**src/rtl/sel_debounce_pkg.sv**
```systemverilog
// rtl/sel_debounce_pkg.sv - shared FSM states and pattern codes for the select debouncer and display
package sel_pkg;

  // Debouncer FSM states
  typedef enum logic [1:0] {
    S_WAIT   = 2'd0,
    S_STABLE = 2'd1,
    S_PEND   = 2'd2
  } sel_state_t;

  // Stable-count register width; covers STABLE_N up to 15
  localparam int SEL_CNT_W = 4;

  // All-ones code, reserved when the hold feature is built in
  localparam logic [1:0] SEL_RESERVED = 2'b11;

  // Pattern codes understood by the display stage
  localparam logic [1:0] SEL_P0 = 2'b00;
  localparam logic [1:0] SEL_P1 = 2'b01;
  localparam logic [1:0] SEL_P2 = 2'b10;

endpackage

```
**src/rtl/sel_debounce_if.sv**
```systemverilog
// rtl/sel_debounce_if.sv - switch input and committed select outputs of the debouncer
interface sel_debounce_if #(
  parameter int SEL_W = 2
);
  logic [SEL_W-1:0] sw_raw;
  logic [SEL_W-1:0] sel;
  logic             sel_valid;
  logic             sel_chg;
  logic             tick;

  // Environment side: drives the switches, observes the code
  modport master (
    output sw_raw,
    input  sel,
    input  sel_valid,
    input  sel_chg,
    input  tick
  );

  // Debouncer side
  modport slave (
    input  sw_raw,
    output sel,
    output sel_valid,
    output sel_chg,
    output tick
  );
endinterface

```
**src/rtl/sel_debounce_tick_gen.sv**
```systemverilog
// rtl/sel_debounce_tick_gen.sv - free-running prescaler with a registered one-cycle sample strobe
module tick_gen #(
  parameter int DIV_W = 16
) (
  input  logic clk,
  input  logic rst,
  output logic tick
);

  logic [DIV_W-1:0] cnt;

  // Count every clock; strobe is high for the cycle after the counter wraps
  always_ff @(posedge clk) begin
    if (rst) begin
      cnt  <= '0;
      tick <= 1'b0;
    end else begin
      cnt  <= cnt + DIV_W'(1);
      tick <= &cnt;
    end
  end

endmodule

```
**src/rtl/sel_debounce.sv**
```systemverilog
// rtl/sel_debounce.sv - synchronise and debounce the slide switches into a committed select code (option: SEL_INV_HOLD_EN)
module sel_debounce
  import sel_pkg::*;
#(
  parameter int DIV_W    = 16,
  parameter int STABLE_N = 4,
  parameter int SEL_W    = 2
) (
  input  logic          clk,
  input  logic          rst,
  sel_debounce_if.slave bus
);

  localparam logic [SEL_CNT_W-1:0] CNT_LIM = SEL_CNT_W'(STABLE_N);

  logic                 tick;
  logic [SEL_W-1:0]     s1, s2;
  logic [SEL_W-1:0]     cand, cand_nxt;
  logic [SEL_CNT_W-1:0] cnt, cnt_nxt;
  logic [SEL_W-1:0]     sel_q;
  logic                 sel_valid_q;
  logic                 sel_chg_q;
  logic                 commit;
  logic                 rsv;
  sel_state_t           state, state_nxt;

  tick_gen #(
    .DIV_W(DIV_W)
  ) u_tick (
    .clk  (clk),
    .rst  (rst),
    .tick (tick)
  );

`ifdef SEL_INV_HOLD_EN
  localparam logic [SEL_W-1:0] RSV_CODE = {SEL_W{1'b1}};
  assign rsv = (s2 == RSV_CODE);
`else
  assign rsv = 1'b0;
`endif

  // Two-flop synchroniser on the raw switch levels
  always_ff @(posedge clk) begin
    if (rst) begin
      s1 <= '0;
      s2 <= '0;
    end else begin
      s1 <= bus.sw_raw;
      s2 <= s1;
    end
  end

  // Candidate tracking: a new sample restarts the run, a repeat extends it up to the limit
  always_comb begin
    cand_nxt = cand;
    cnt_nxt  = cnt;
    if (s2 != cand) begin
      cand_nxt = s2;
      cnt_nxt  = SEL_CNT_W'(1);
    end else if (cnt >= CNT_LIM) begin
      cnt_nxt = CNT_LIM;
    end else begin
      cnt_nxt = cnt + SEL_CNT_W'(1);
    end
  end

  // Candidate and count only move on sample ticks
  always_ff @(posedge clk) begin
    if (rst) begin
      cand <= SEL_W'(SEL_P0);
      cnt  <= '0;
    end else if (tick) begin
      cand <= cand_nxt;
      cnt  <= cnt_nxt;
    end
  end

  // Next-state and commit decision, evaluated only on sample ticks
  always_comb begin
    state_nxt = state;
    commit    = 1'b0;
    if (tick) begin
      case (state)
        S_WAIT: begin
          if (!rsv && cnt_nxt >= CNT_LIM) begin
            commit    = 1'b1;
            state_nxt = S_STABLE;
          end
        end
        S_STABLE: begin
          if (!rsv && s2 != sel_q) begin
            // With a one-sample threshold the first differing tick commits directly
            if (cnt_nxt >= CNT_LIM) commit = 1'b1;
            else                    state_nxt = S_PEND;
          end
        end
        S_PEND: begin
          if (s2 == sel_q) begin
            state_nxt = S_STABLE;
          end else if (rsv) begin
            state_nxt = sel_valid_q ? S_STABLE : S_WAIT;
          end else if (cnt_nxt >= CNT_LIM) begin
            commit    = 1'b1;
            state_nxt = S_STABLE;
          end
        end
        default: state_nxt = S_WAIT;
      endcase
    end
  end

  // FSM state register
  always_ff @(posedge clk) begin
    if (rst) state <= S_WAIT;
    else     state <= state_nxt;
  end

  // Committed code, valid flag and the one-cycle change pulse
  always_ff @(posedge clk) begin
    if (rst) begin
      sel_q       <= SEL_W'(SEL_P0);
      sel_valid_q <= 1'b0;
      sel_chg_q   <= 1'b0;
    end else begin
      sel_chg_q <= 1'b0;
      if (commit) begin
        sel_q       <= cand_nxt;
        sel_valid_q <= 1'b1;
        sel_chg_q   <= (cand_nxt != sel_q);
      end
    end
  end

  assign bus.sel       = sel_q;
  assign bus.sel_valid = sel_valid_q;
  assign bus.sel_chg   = sel_chg_q;
  assign bus.tick      = tick;

endmodule

```
**src/flat_wrapper.sv**
```systemverilog
// flat-port wrapper written by rule: the top's interface ports become plain ports
module sel_debounce_flat import sel_pkg::*;
#(
  parameter int DIV_W    = 16,
  parameter int STABLE_N = 4,
  parameter int SEL_W    = 2
)
  (clk, rst, bus_sw_raw, bus_sel, bus_sel_valid, bus_sel_chg, bus_tick);
  sel_debounce_if #(.SEL_W(SEL_W)) bus_i ();
  input  logic clk;
  input  logic rst;
  input wire logic [$bits(bus_i.sw_raw)-1:0] bus_sw_raw;
  output wire logic [$bits(bus_i.sel)-1:0] bus_sel;
  output wire logic [$bits(bus_i.sel_valid)-1:0] bus_sel_valid;
  output wire logic [$bits(bus_i.sel_chg)-1:0] bus_sel_chg;
  output wire logic [$bits(bus_i.tick)-1:0] bus_tick;
  assign bus_i.sw_raw = bus_sw_raw;
  assign bus_sel = bus_i.sel;
  assign bus_sel_valid = bus_i.sel_valid;
  assign bus_sel_chg = bus_i.sel_chg;
  assign bus_tick = bus_i.tick;
  sel_debounce #(.DIV_W(DIV_W), .STABLE_N(STABLE_N), .SEL_W(SEL_W)) u_core (.clk(clk), .rst(rst), .bus(bus_i));
endmodule
```
**config.mk**
```make
export PLATFORM = sky130hd
export DESIGN_NAME = sel_debounce_flat
export DESIGN_NICKNAME = d
export VERILOG_FILES = /design/src/rtl/sel_debounce_pkg.sv /design/src/rtl/sel_debounce_if.sv /design/src/rtl/sel_debounce_tick_gen.sv /design/src/rtl/sel_debounce.sv /design/src/flat_wrapper.sv
export SDC_FILE = /design/constraint.sdc
export NUM_CORES = 1
export LEC_CHECK = 0
export CELL_PAD_IN_SITES_DETAIL_PLACEMENT = 0
export CELL_PAD_IN_SITES_GLOBAL_PLACEMENT = 1
export CORE_MARGIN = 1.5
export CORE_UTILIZATION = 44
export CTS_CLUSTER_DIAMETER = 60
export DETAILED_ROUTE_END_ITERATION = 10
export GPL_TIMING_DRIVEN = 0
export PLACE_DENSITY_LB_ADDON = 0.1
export SLEW_MARGIN = 25
export SYNTH_ARGS = -nofsm -noshare
export SYNTH_HDL_FRONTEND = slang
export SYNTH_SLANG_ARGS = --single-unit
```
**constraint.sdc**
```tcl
create_clock -name clk -period 1.6 [get_ports clk]
set_input_delay 0.4 -clock clk [delete_from_list [all_inputs] [get_ports clk]]
set_output_delay 0.4 -clock clk [all_outputs]
set_load 0.03 [all_outputs]
```
### Yosys cells after proc, flatten, opt, wreduce, memory -nomap -nowiden

Index checks and enable logic that the tools add are counted.
Widths: inputs -> output; s select.

| word-level totals | value |
|---|---|
| flip-flop bits (word level) | 33 |
| latch bits | 0 |
| bits in writable memories | 0 |
| bits in read-only memories | 0 |
| input port bits | 4 |
| output and inout port bits | 5 |
| memories kept | 0 |

| cells by class | value |
|---|---|
| $add $sub $neg | 2 |
| $mul | 0 |
| divide/modulo/power cells | 0 |
| $lt $le $gt $ge | 2 |
| equality and inequality tests | 8 |
| shift operators | 0 |
| multiplexer cells | 13 |
| bitwise logic cells | 1 |
| reductions and logical operators | 4 |

Operators by type and width:

| kind | count |
|---|---|
| $add 16x1->16 const B | 1 |
| $reduce_and 16->1 | 1 |
| $mux 2 | 5 |
| $ge 4x3->1 const B | 2 |
| $mux 4 | 2 |
| $ne 2x2->1 | 3 |
| $pmux 2 s3 | 1 |
| $add 4x1->4 const B | 1 |
| $mux 1 | 4 |
| $pmux 1 s3 | 1 |
| $reduce_and 3->1 | 1 |
| $eq 2x1->1 const B | 1 |
| $eq 2x2->1 | 1 |
| $eq 2x2->1 const B | 1 |
| $logic_not 2->1 | 1 |
| $ne 2x1->1 const B | 1 |
| $ne 2x2->1 const B | 1 |
| $reduce_or 2->1 | 1 |
| $not 1->1 | 1 |

### Longest topological paths before layout

Gate-level depths: netlist (run 1).

| depth | value |
|---|---|
| depth after elaboration | 10 |
| mapped depth | 5 |
| gate-level depth less buffers | 5 |

### Modules after synthesis

From an unflattened synthesis (run 1), not the netlist that was laid out.

| unflattened totals | value |
|---|---|
| cell total of the unflattened synthesis | 149 |
| area, all modules | 1455.1 um^2 |

By module, submodules not included:

| module | times used | cells each | area an instance (um^2) | seq. area each (um^2) |
|---|---|---|---|---|
| tick_gen | 1 | 82 | 744.5 | 340.3 |
| sel_debounce | 1 | 67 | 710.7 | 320.3 |

### Least setup slack after synthesis (run 1)

OpenSTA, ideal clock, no wires.

| timing | value |
|---|---|
| path kind | reg-to-reg |
| start | register u_core.u_tick.cnt[0] |
| end | register u_core.u_tick.cnt[14] |
| data arrival time | 1.407 ns |
| setup slack | 0.123 ns |
| cell stages (with the launch flop) | 6 |
| clock period less this slack | 1.477 ns |
| cells stage by stage | dfxtp_1 -> ha_1 -> and3_1 -> nand3_4 -> or4_1 -> a21oi_1 |

| between the ends | value |
|---|---|
| longest elaborated chain between the ends | 1 |

Ends and longest elaborated chain:

| what | line | source |
|---|---|---|
| start, declared | sel_debounce_tick_gen.sv:10 | `logic [DIV_W-1:0] cnt;` |
| start signal, assigned | sel_debounce_tick_gen.sv:18 | `cnt <= cnt + DIV_W'(1);` |
| $add 16x1->16 | sel_debounce_tick_gen.sv:18 |  |

No other way between the ends.
A chain may end at the register's enable or synchronous reset.

### Worst setup path in the final report (run 1)

Same ends and word-level chain as after synthesis.

==> results.md, run 1 <==
- Routed Wire Length: 2370 um
- Crit path required time: 1870 ps
- Routed WL per cell: 11.4 um
- Worst-path maximum fanout: 4
- Layout cells sized above 1: between 10% and 20%
- Number of buffers created by CTS: 5
- Grt ovf: 0
- CTS tree: done
- Clock power share: between 30% and 40%
- Psw: 0.307 mW
- 1st-pass router iterations: 4
- Net Sw Frac: a little over a fifth
- Fmax: between 600 and 700 MHz
- Area grow syn2layout: 14.8%
- Reg clk slew, reported paths: 90 ps
- Initial antenna violation count: 0
- HPWL after detailed placement: 1750 um
- Post-synth top flop: dfxtp_1
- Final setup vio count: 0
- Count of flip-flops with a built-in enable after synthesis: 0
- I/O Buffers: 8
- # fillers: 298
- I/O pins: 9
- Synth warnings: 0
- Worst slew pin tran: roughly 450 ps
- Max-cap violations: 0
- Clock skew: between 8 and 9 ps
- Ant. Diodes: 0
- Critical path type: flip-flop to flip-flop
- Min Tclk post-route: approximately 1500 ps
- Status: finished, final reports clean
- Pin count of the biggest net entering global routing: 20
- Die H: 60.0 um
- Final Util: 53.3%
- Synth Net Count: 155
- Core ar.: a little over 3000 um^2
- Clock Latency Late Sink: 330 ps
- FFs w/ async S/R, synth: 0%
- GRT Overall Usage: 16.9%
- Maximum VDD drop: 0.581 mV
- Area of the mapped netlist: 1430 um^2
- Die width: 60.0 um
- RSZ-0062 raised after global routing: no
- Fin crit share: 95.6%
- Hold Buf Count CTS: 0
- Post-Syn Instances: 149
- Max-slew violations: 0
- Slew margin rel.: 70.0%
- WP data arrival: approximately 1800 ps
- Leakage Power: 0.584 nW
- First-pass GRT wire length: 4390 um
- Sequential Power Share: 59.1%
- Commonest non-fill, non-tap cell in the layout: dfxtp_1
- Number of global-route vias before repair: between 1k and 1.5k
- Sequential element share of the synthesized area: 46.2%
- Final setup margin: approximately 70 ps
- Clk root buf: clkbuf_4
- Design Area, Final: about 1600 um^2
- Mean post-synth cell area: about 9.6 um^2
- Via count: 1087
- Startpoint types: flip-flop
- Power per cell area: 867 nW/um^2
- Largest stage delay, worst path: approximately 400 ps
- H-tree depth: 2
- Initial detailed-routing violation count: 68
- Antenna-violating nets left: 0
- GP Congestion: 0.739
- CP max stage cell: or4_1
- Final Hold Viols: 0
- Total power draw: around 1.4 mW
- Number of synthesized register bits: 33
- Int Power: approximately 1.1 mW
- Library cells used by synthesis: 36
- HP Class: flip-flop to flip-flop
- Pre-CTS WS: -513 ps
- Row count: 20
- DRC: 0
- Via density per instance: 5.23
- Placed inst area: 1560 um^2
- Starting density of the core: 46.4%
- Logic gate share of total power: 4.1%
- Most frequent cells in the layout: dfxtp_1, nor2_1, nand2b_1, nor2b_1
- Clock Tree Buf Depth: 2
- Clock sinks: 33
- CP endpoint kind: flip-flop
- Final nets: around 170
- Die area: between 3000 and 4000 um^2
- Critical Path, Cell by Cell: ha_1 -> and3_4 -> nand3_4 -> or4_1 -> a21oi_1
## cell type report
cell class	count	area (um^2)	share of cell area, %
plain buffers	4	36.3	2.21
multi-input cells	109	739	45.1
well taps	44	55.1	3.36
flip-flops and latches	33	661	40.3
clock buffers	7	65.1	3.97
clock inverters	1	5.00	0.305
repair buffers	8	71.3	4.35
inverters	2	7.51	0.458
## through the flow
step / hold slack [ps] / std cells / TNS [ps]
after floorplan: 414 / 149 / 0
after CTS: 456 / 208 / 0
after global placement: 423 / 201 / -7870
after global routing: 472 / 208 / 0
final: 450 / 208 / 0
after detailed placement: 435 / 201 / -8260
## logic make-up (layout without fill, tap and decap cells)
kind of cell	Yosys count	count (layout)	share of synthesized area (%)
buf+inv	7	22	3.24
xor+xnor	13	13	7.97
simple gates	68	68	28.0
flops	33	33	46.2
mux	4	4	2.80
compound gates	22	22	9.98
fa+ha+maj	2	2	1.75
## critical path, delay by kind of cell, from the launching register on
kind                       cells  cell delay, ps
AOI/OAI and AO/OA              1             150
DFF                            1             370
and+or+nand+nor                3             730
adders and majority gates      1             220
## sequential cells by signal (all words and copies together) (netlist names)
name and count:
u_core.bus.sel 2, u_core.bus.sel_chg 1, u_core.bus.sel_valid 1, u_core.cand 2, u_core.cnt 4, u_core.s1 2, u_core.s2 2, u_core.state 2
u_core.u_tick.cnt 16, u_core.u_tick.tick 1
## layer usage
metal,GRT usage (%),share of wire (%),vias up
met5,0,0,-
met4,6.67,1.8,0
met3,7.79,4.2,5
met2,25.9,46,14
met1,20.4,47,514
li1,-,-,554
## what timing repair did
| item | CTS | global route |
|---|---|---|
| setup buffers | 0 | 0 |
| pin swaps | 0 | 0 |
| setup endpoints to repair | 16 | 12 |
| resized for setup | 6 | 8 |
## worst paths after layout
check | depth (start not counted) | start | end | slack [ps]
max | 5 | u_core.u_tick.cnt[0] | u_core.u_tick.cnt[14] | 70
min | 1 | u_core.s1[1] | u_core.s2[1] | 450
max reg2reg | 5 | u_core.u_tick.cnt[0] | u_core.u_tick.cnt[14] | 70
min reg2reg | 1 | u_core.s1[1] | u_core.s2[1] | 450
## synthesized netlist by cell type, types with 4 or more instances
master	instances	area [um^2]
o21ai_0	6	30.0
nand2b_1	8	50.1
nor2_1	16	60.1
dfxtp_1	33	661
mux2i_1	4	40.0
nor2b_1	7	43.8
xor2_1	6	52.6
nand3_1	6	30.0
nand2_1	6	22.5
xnor2_1	7	61.3
a21oi_1	6	30.0
nand4_1	6	37.5
## power groups by stage
stage                     logic, mW  registers [mW]  clock network, mW
after CTS                    0.0580           0.841              0.546
after global routing         0.0668           0.843              0.594
after global placement       0.0573           0.860                  0
after detailed placement     0.0577           0.860                  0
after floorplan              0.0412           0.858                  0
final                        0.0584           0.841              0.523
Note: power is estimated with default switching activity, not from simulation.
==> inputs of run 2 (changes only) <==
--- a/config.mk
+++ b/config.mk
@@ -7,6 +7,7 @@
 export LEC_CHECK = 0
 export CELL_PAD_IN_SITES_DETAIL_PLACEMENT = 0
 export CELL_PAD_IN_SITES_GLOBAL_PLACEMENT = 1
+export CORE_ASPECT_RATIO = 1.2
 export CORE_MARGIN = 1.5
 export CORE_UTILIZATION = 44
 export CTS_CLUSTER_DIAMETER = 60
==> run 2 against run 1 <==
Against the previous run:
- wire length is 3.3% higher
- non-clock buffer count rose by 1
- sequential share of layout area fell by 0.46 points
- cell area grew 1.5%
- clock skew down 3.2 ps
- register-to-register slack improved by 30 ps
- total power up 17%
- critical path type unchanged
- critical endpoint unchanged
==> results.md, run 2 (synthesis gave the netlist of run 1 again) <==
- Status: finished, final reports clean
- Worst slew pin tran: 456 ps
- Crit path required time: 1860 ps
- Final setup margin: slightly below 100 ps
- Grt met3 use: just under 7%
- Grt ovf: 0
- Area grow syn2layout: 16.6%
- Max reg flops: 16
- Pin count of the biggest net entering global routing: 12
- Worst Setup EP: u_core.u_tick.cnt[14]
- GP Congestion: 0.772
- Via density per instance: 5.38
- H-tree depth: 2
- Total power draw: 1.66 mW
- Grt met1 use: 18.4%
- Starting density of the core: 46.3%
- Final Hold Viols: 0
- HP Class: flip-flop to flip-flop
- Largest Register: u_core.u_tick.cnt
- Ant. Diodes: 0
- Reg2reg path depth: 5
- HPWL after detailed placement: 1880 um
- Placed insts: 193
- Routed Wire Length: 2450 um
- Reg clk slew, reported paths: approximately 100 ps
- Startpoint types: flip-flop
- Fmax: ~670 MHz
- RSZ-0062 raised after global routing: no
- Finished Layout Cells: 201
- Routed WL per cell: 12.2 um
- Pre-CTS WS: -525 ps
- CP endpoint kind: flip-flop
- Design Area, Final: 1670 um^2
- Routing usage on met2: a little over a quarter
- Worst hold path startpoint: u_core.u_tick.cnt[0]
- Power per cell area: 997 nW/um^2
- Critical path type: flip-flop to flip-flop
- Layout cells sized above 1: between 10% and 20%
- Initial detailed-routing violation count: 32
- Min Tclk post-route: ~1500 ps
- Number of global-route vias before repair: about 1.0k
- Row count: 22
- Leakage Power: 0.598 nW
- Worst-path maximum fanout: 4
- 1st-pass router iterations: 4
- Clock Tree Buf Depth: 2
- Maximum VDD drop: 0.923 mV
- Critical R2R Launch: u_core.u_tick.cnt[0]
- Largest registers: u_core.u_tick.cnt x16, u_core.cnt x4
- Final nets: 170
- Worst Hold Depth: 1
- Clock skew: 4.84 ps
- Number of buffers created by CTS: 5
- Max-cap violations: 0
- DRC: 0
- Reg-to-Reg End: u_core.u_tick.cnt[14]
- Final setup vio count: 0
- Initial antenna violation count: 0
- GRT Overall Usage: 16.4%
- Slew margin rel.: 69.6%
- Setup bufs post-CTS: 0
- Commonest non-fill, non-tap cell in the layout: dfxtp_1
- Clock sinks: 33
- Max-slew violations: 0
- Placed inst area: 1550 um^2
- Flop-to-flop setup slack: slightly below 100 ps
- Most frequent cells in the layout: dfxtp_1, nor2_1, nand2b_1, nor2b_1, xnor2_1
- GRT busiest layer: met2
- Fin crit share: 94.0%
- Die H: 65.4 um
- I/O Buffers: 8
- Core ar.: 3080 um^2
- WP data arrival: 1760 ps
- # fillers: around 290
- Clock Latency Late Sink: approximately 320 ps
- Clk root buf: clkbuf_4
- I/O pins: 9
- Footprint of the multi-input gates: 734 um^2
- Antenna-violating nets left: 0
- Critical Path Start: u_core.u_tick.cnt[0]
- Via count: 1082
- Die area: around 3600 um^2
- Die width: between 50 and 60 um
- FF+latch area: 663 um^2
- First-pass GRT wire length: 4170 um
- CTS tree: done
run 2: changes by cell type in the layout (fill, tap and decap cells not counted), sizes merged:
cell,before,now
clkbuf,12,11
bufinv,0,2
run 2: final cells by class:
cell class              instances  share of cell area, %
flip-flops and latches         33                   39.8
well taps                      36                   2.70
repair buffers                  8                   4.28
multi-input cells             109                   44.1
inverters                       2                  0.451
plain buffers                   5                   2.48
clock inverters                 3                   3.91
clock buffers                   5                   2.25
run 2: what timing repair did:
| item | CTS | global route |
|---|---|---|
| endpoints found under the setup margin | 16 | 14 |
| hold buffers | 0 | 0 |
| gates resized for setup | 7 | 10 |
run 2: stage by stage:
stage | util [%] | setup TNS (ps) | hold WS, ps
after floorplan | - | 0 | 414
after CTS | 53.6 | 0 | 451
final | 54.0 | 0 | 434
after detailed placement | 50.4 | -9270 | 429
after global placement | 50.4 | -7730 | 421
after global routing | 54.0 | 0 | 449
run 2: layer usage:
metal / share of wire (%) / vias up
li1: - / 559
met1: 47 / 508
met2: 50 / 11
met3: 2.4 / 4
met4: 0.90 / 0
met5: 0 / -
run 2: worst min path at each step:
stage / to / slack (ps)
floorplan: u_core.s2[0] / 410
finish: u_core.u_tick.cnt[0] / 430
detailed placement: u_core.s2[1] / 430
global route: u_core.u_tick.cnt[0] / 450
global placement: u_core.s2[0] / 420
CTS: u_core.bus.sel_valid / 450
run 2: power breakdown:
part | total [mW] | switching [mW] | internal, mW
Clock | 0.758 | 0.275 | 0.484
Sequential | 0.842 | 0.00941 | 0.833
Combinational | 0.0590 | 0.0288 | 0.0301
run 2: critical path, stage by stage, from the launching register on:
cell     delay (ps)
dfxtp_2         360
ha_2            200
and3_4          230
nand3_4          80
or4_1           410
a21oi_1         150
==> RTL edit 1: new RTL, flow settings as in run 2 <==
Encoding of `sel_state_t`: now one-hot (3 bits for 3 states).
--- a/src/rtl/sel_debounce_pkg.sv
+++ b/src/rtl/sel_debounce_pkg.sv
@@ -2,10 +2,10 @@
 package sel_pkg;
 
   // Debouncer FSM states
-  typedef enum logic [1:0] {
-    S_WAIT   = 2'd0,
-    S_STABLE = 2'd1,
-    S_PEND   = 2'd2
+  typedef enum logic [2:0] {
+    S_WAIT   = 3'b001,
+    S_STABLE = 3'b010,
+    S_PEND   = 3'b100
   } sel_state_t;
 
   // Stable-count register width; covers STABLE_N up to 15
Check against the original RTL: same outputs for any inputs over 10 cycles, from zero or initial values and one cycle with rst high; not proved beyond that.
==> RTL edit 1 against run 2 <==
Sequential cell count grew 1; worst hold slack better by 0.014 ns; cell count increased by 6.0%; setup slack lost 0.036 ns; sequential share of layout area shrank 0.42 points; wire length is 12% higher; core utilization increased by 1.9 points; clock skew rose by 0.0046 ns; global-route usage increased by 1.1 points; final area rose by 4.5%; total power decreased by 14%; critical path type unchanged; synthesized area is 2.9% higher; count of clock-buffer cells in the layout rose by 1.
==> RTL edit 1: results (changes against run 2) <==
Slowest-stage cell, CP: dfxtp_2
Synth area leaders: dfxtp_1 (46%), xor2_1 (6.0%), nor2_1 (5.4%), nor2b_1 (4.3%), xnor2_1 (3.6%)
critical path peak fanout: 5 (+1)
top flop regs: u_core.u_tick.cnt x16, u_core.cnt x4, u_core.state x3
initial drt markers: 29 (-9.4%)
share of cells above drive strength 1: 20.3% (+7.0 points)
CP arrival: 1.80 ns (+0.04 ns)
metal2 WL: 1350 um (+10%)
first-pass GRT wire length: 4890 um (+17%)
DP HPWL: 1910 um (+1.4%)
nets: 182 (+7.1%)
compound-gate portion of the synthesized area: 8.77% (-1.2 points)
distinct cell type count of the synthesized netlist: 38 (+5.6%)
status: finished clean
grt met2 use: 28.9% (+1.9 points)
Setup Skew: 0.00941 ns (+0.00457 ns)
Placement Cell Area: 1600 um^2 (+2.7%)
comb pwr: 0.0000614 W (+4.1%)
Via density: 5.36 (-0.40%)
Int Pwr: 0.00110 W (-18%)
Final Wtd Congestion: 0.727 (-5.8%)
Worst VDD drop: 0.645 mV (-30%)
wire length on met3: 113 um (+92%)
mean post-synth cell area: 9.25 um^2 (-3.6%)
Seq pwr share: 60.8% (+10 points)
Post-Route WL: 2740 um (+12%)
post-placement setup slack: -0.719 ns (-0.194 ns)
xor/xnor cell area share of the yosys netlist: 9.53% (+1.6 points)
M1 WL: 1250 um (+9.3%)
Leak: 0.658 nW (+10%)
Adder-Cell Fraction of Synth Area: 1.70% (-0.049 points)
GRT Total Usage: 17.5% (+1.1 points)
top post-synthesis cells by count: dfxtp_1 (34), nor2_1 (21), nor2b_1 (10), xor2_1 (10)
mux share of post-synthesis cell area: 4.17% (+1.4 points)
Critical Path Max Stage Delay: 0.37 ns (-0.04 ns)
Slew headroom: 65.5% (-4.1 points)
==> RTL edit 1: timing repair <==
item	4_1_cts	5_1_grt
resized for setup	14	17
endpoints found under the setup margin	16	6
setup buffers	0	3
pin swaps	0	4
hold buffers	0	0
==> RTL edit 1: final timing paths <==
| path | startpoint | endpoint | slack (ns) | depth (start not counted) |
|---|---|---|---|---|
| worst max-delay path | u_core.u_tick.cnt[0] | u_core.u_tick.cnt[14] | 0.06 | 6 |
| worst min-delay path | u_core.s1[0] | u_core.s2[0] | 0.45 | 1 |
| worst max register to register | u_core.u_tick.cnt[0] | u_core.u_tick.cnt[14] | 0.06 | 6 |
| worst min register to register | u_core.s1[0] | u_core.s2[0] | 0.45 | 1 |
==> RTL edit 1: final cells by class <==
class	count	area, um^2
tap	36	45.0
inverter	4	15.0
timing repair buffer	11	91.3
sequential	34	686
clock inverter	2	12.5
buffer	5	28.8
multi-input combinational	115	811
fill	307	1370
clock buffer	6	51.3
==> RTL edit 2: new RTL, flow settings as in run 2 <==
Without the edit above. The option `SEL_INV_HOLD_EN` is turned on by a define.
--- a/src/rtl/sel_debounce.sv
+++ b/src/rtl/sel_debounce.sv
@@ -1,4 +1,6 @@
 // rtl/sel_debounce.sv - synchronise and debounce the slide switches into a committed select code (option: SEL_INV_HOLD_EN)
+`define SEL_INV_HOLD_EN
+
 module sel_debounce
   import sel_pkg::*;
 #(
Check against the original RTL: same outputs for any inputs over 10 cycles, from zero or initial values and one cycle with rst high; that may be too few to reach the edited logic, so the function may still have changed.
==> RTL edit 2 against run 2 <==
Synthesized area unchanged; synthesized cell count up 2.7%; setup slack worse by 0.034 ns; clock skew is 0.0010 ns higher; wire length increased by 8.8%; sequential power is essentially flat; final area decreased by 2.2%; total power fell by 18%; core utilization fell by 1.2 points; cell count grew 3.0%; sequential cell count unchanged; count of clock-buffer cells in the layout up 2; via count fell by 1.4%.
==> RTL edit 2: results (changes against run 2) <==
status: finished clean
Via density: 5.15 (-4.2%)
top post-synthesis cells by count: dfxtp_1 (33), nor2_1 (26), xor2_1 (11), nand3_1 (8), nor2b_1 (8)
distinct cell type count of the synthesized netlist: 38 (+5.6%)
IO Port Bufs: 7 (-1)
vias in the first global route: 1096 (+9.2%)
Fillers: 298 (+4.2%)
CP arrival: 1.79 ns (+0.03 ns)
Slowest-stage cell, CP: or3_4
Post-Route WL: 2670 um (+8.8%)
share of cells above drive strength 1: 15.2% (+1.9 points)
critical path peak fanout: 2 (-2)
Critical Path Max Stage Delay: 0.34 ns (-0.07 ns)
Leak: 0.621 nW (+3.8%)
GRT Total Usage: 17.8% (+1.4 points)
Synth area leaders: dfxtp_1 (46%), nor2_1 (6.8%), xor2_1 (6.7%), xnor2_1 (4.3%), nor2b_1 (3.5%)
FF-to-FF setup slack: 0.06 ns (-0.03 ns)
Setup Skew: 0.00584 ns (+0.000995 ns)
Reg-to-Reg End: u_core.state[1]
hold_sp: rst
Reg2Reg Launch Point: u_core.cnt[0]
count of cells along the worst hold path: 2 (+1)
Final Wtd Congestion: 0.753 (-2.6%)
Syn Nets: 159 (+2.6%)
Worst R2R Path Depth: 6 (+1)
RTL edit 2: logic make-up after synthesis:
group	Yosys count	share of synthesized area (%)
and+or+nand+nor	70	27.1
DFF	33	46.2
adders and majority gates	2	1.75
xor gates and xnor gates	18	11.0
buffers and inverters	12	4.29
muxes	4	2.80
AOI/OAI and AO/OA	14	6.74
RTL edit 2: power breakdown:
part | switching (W) | leakage [nW] | internal, W
logic | 0.0000339 | 0.322 | 0.0000275
registers | 0.00000809 | 0.268 | 0.000832
clock network | 0.000253 | 0.0314 | 0.000207
RTL edit 2: timing repair:
action	CTS	global route
pin swaps	2	2
resized for setup	9	7
endpoints found under the setup margin	8	8
setup buffers	3	2
cloned	0	0
RTL edit 2: area by class of cell:
cell class	instances	area [um^2]	share of cell area, %
Inverter	4	15.0	0.922
Clock buffer	7	55.1	3.38
Timing Repair Buffer	12	93.8	5.76
Multi-Input combinational cell	108	723	44.4
Sequential cell	33	662	40.6
Buffer	7	35.0	2.15
Tap cell	36	45.0	2.76
RTL edit 2: worst max path at each step:
stage	start	end	slack, ns	depth (start not counted)
2_1_floorplan	u_core.bus.sel[0]	u_core.bus.sel[0]	0.02	6
5_1_grt	u_core.u_tick.cnt[6]	u_core.u_tick.cnt[15]	-0.02	5
6_report	u_core.cnt[0]	u_core.state[1]	0.06	6
3_5_place_dp	u_core.cnt[0]	u_core.bus.sel[0]	-0.05	7
3_3_place_gp	u_core.cnt[0]	u_core.bus.sel[1]	-0.01	7
4_1_cts	u_core.cnt[0]	u_core.state[1]	-0.02	6
RTL edit 2: worst max-delay path: cells and delay by family (launching register included):
kind / cells / cell delay, ns
buffers and inverters: 1 / 0.13
DFF: 1 / 0.33
adders and majority gates: 1 / 0.16
AOI/OAI and AO/OA: 3 / 0.52
and+or+nand+nor: 1 / 0.34
RTL edit 2: through the flow:
step	utilization, %	std cells
global route	52.8	207
finish	52.8	207
global placement	50.1	196
floorplan	-	153
detailed placement	50.1	196
CTS	52.3	205
RTL edit 2: metal layers:
layer,GRT usage [%],up-vias,wire length [um]
met5,0,-,0
met4,8.84,0,37
met1,18.3,504,1150
met3,6.14,4,81
li1,-,545,-
met2,30.7,14,1400
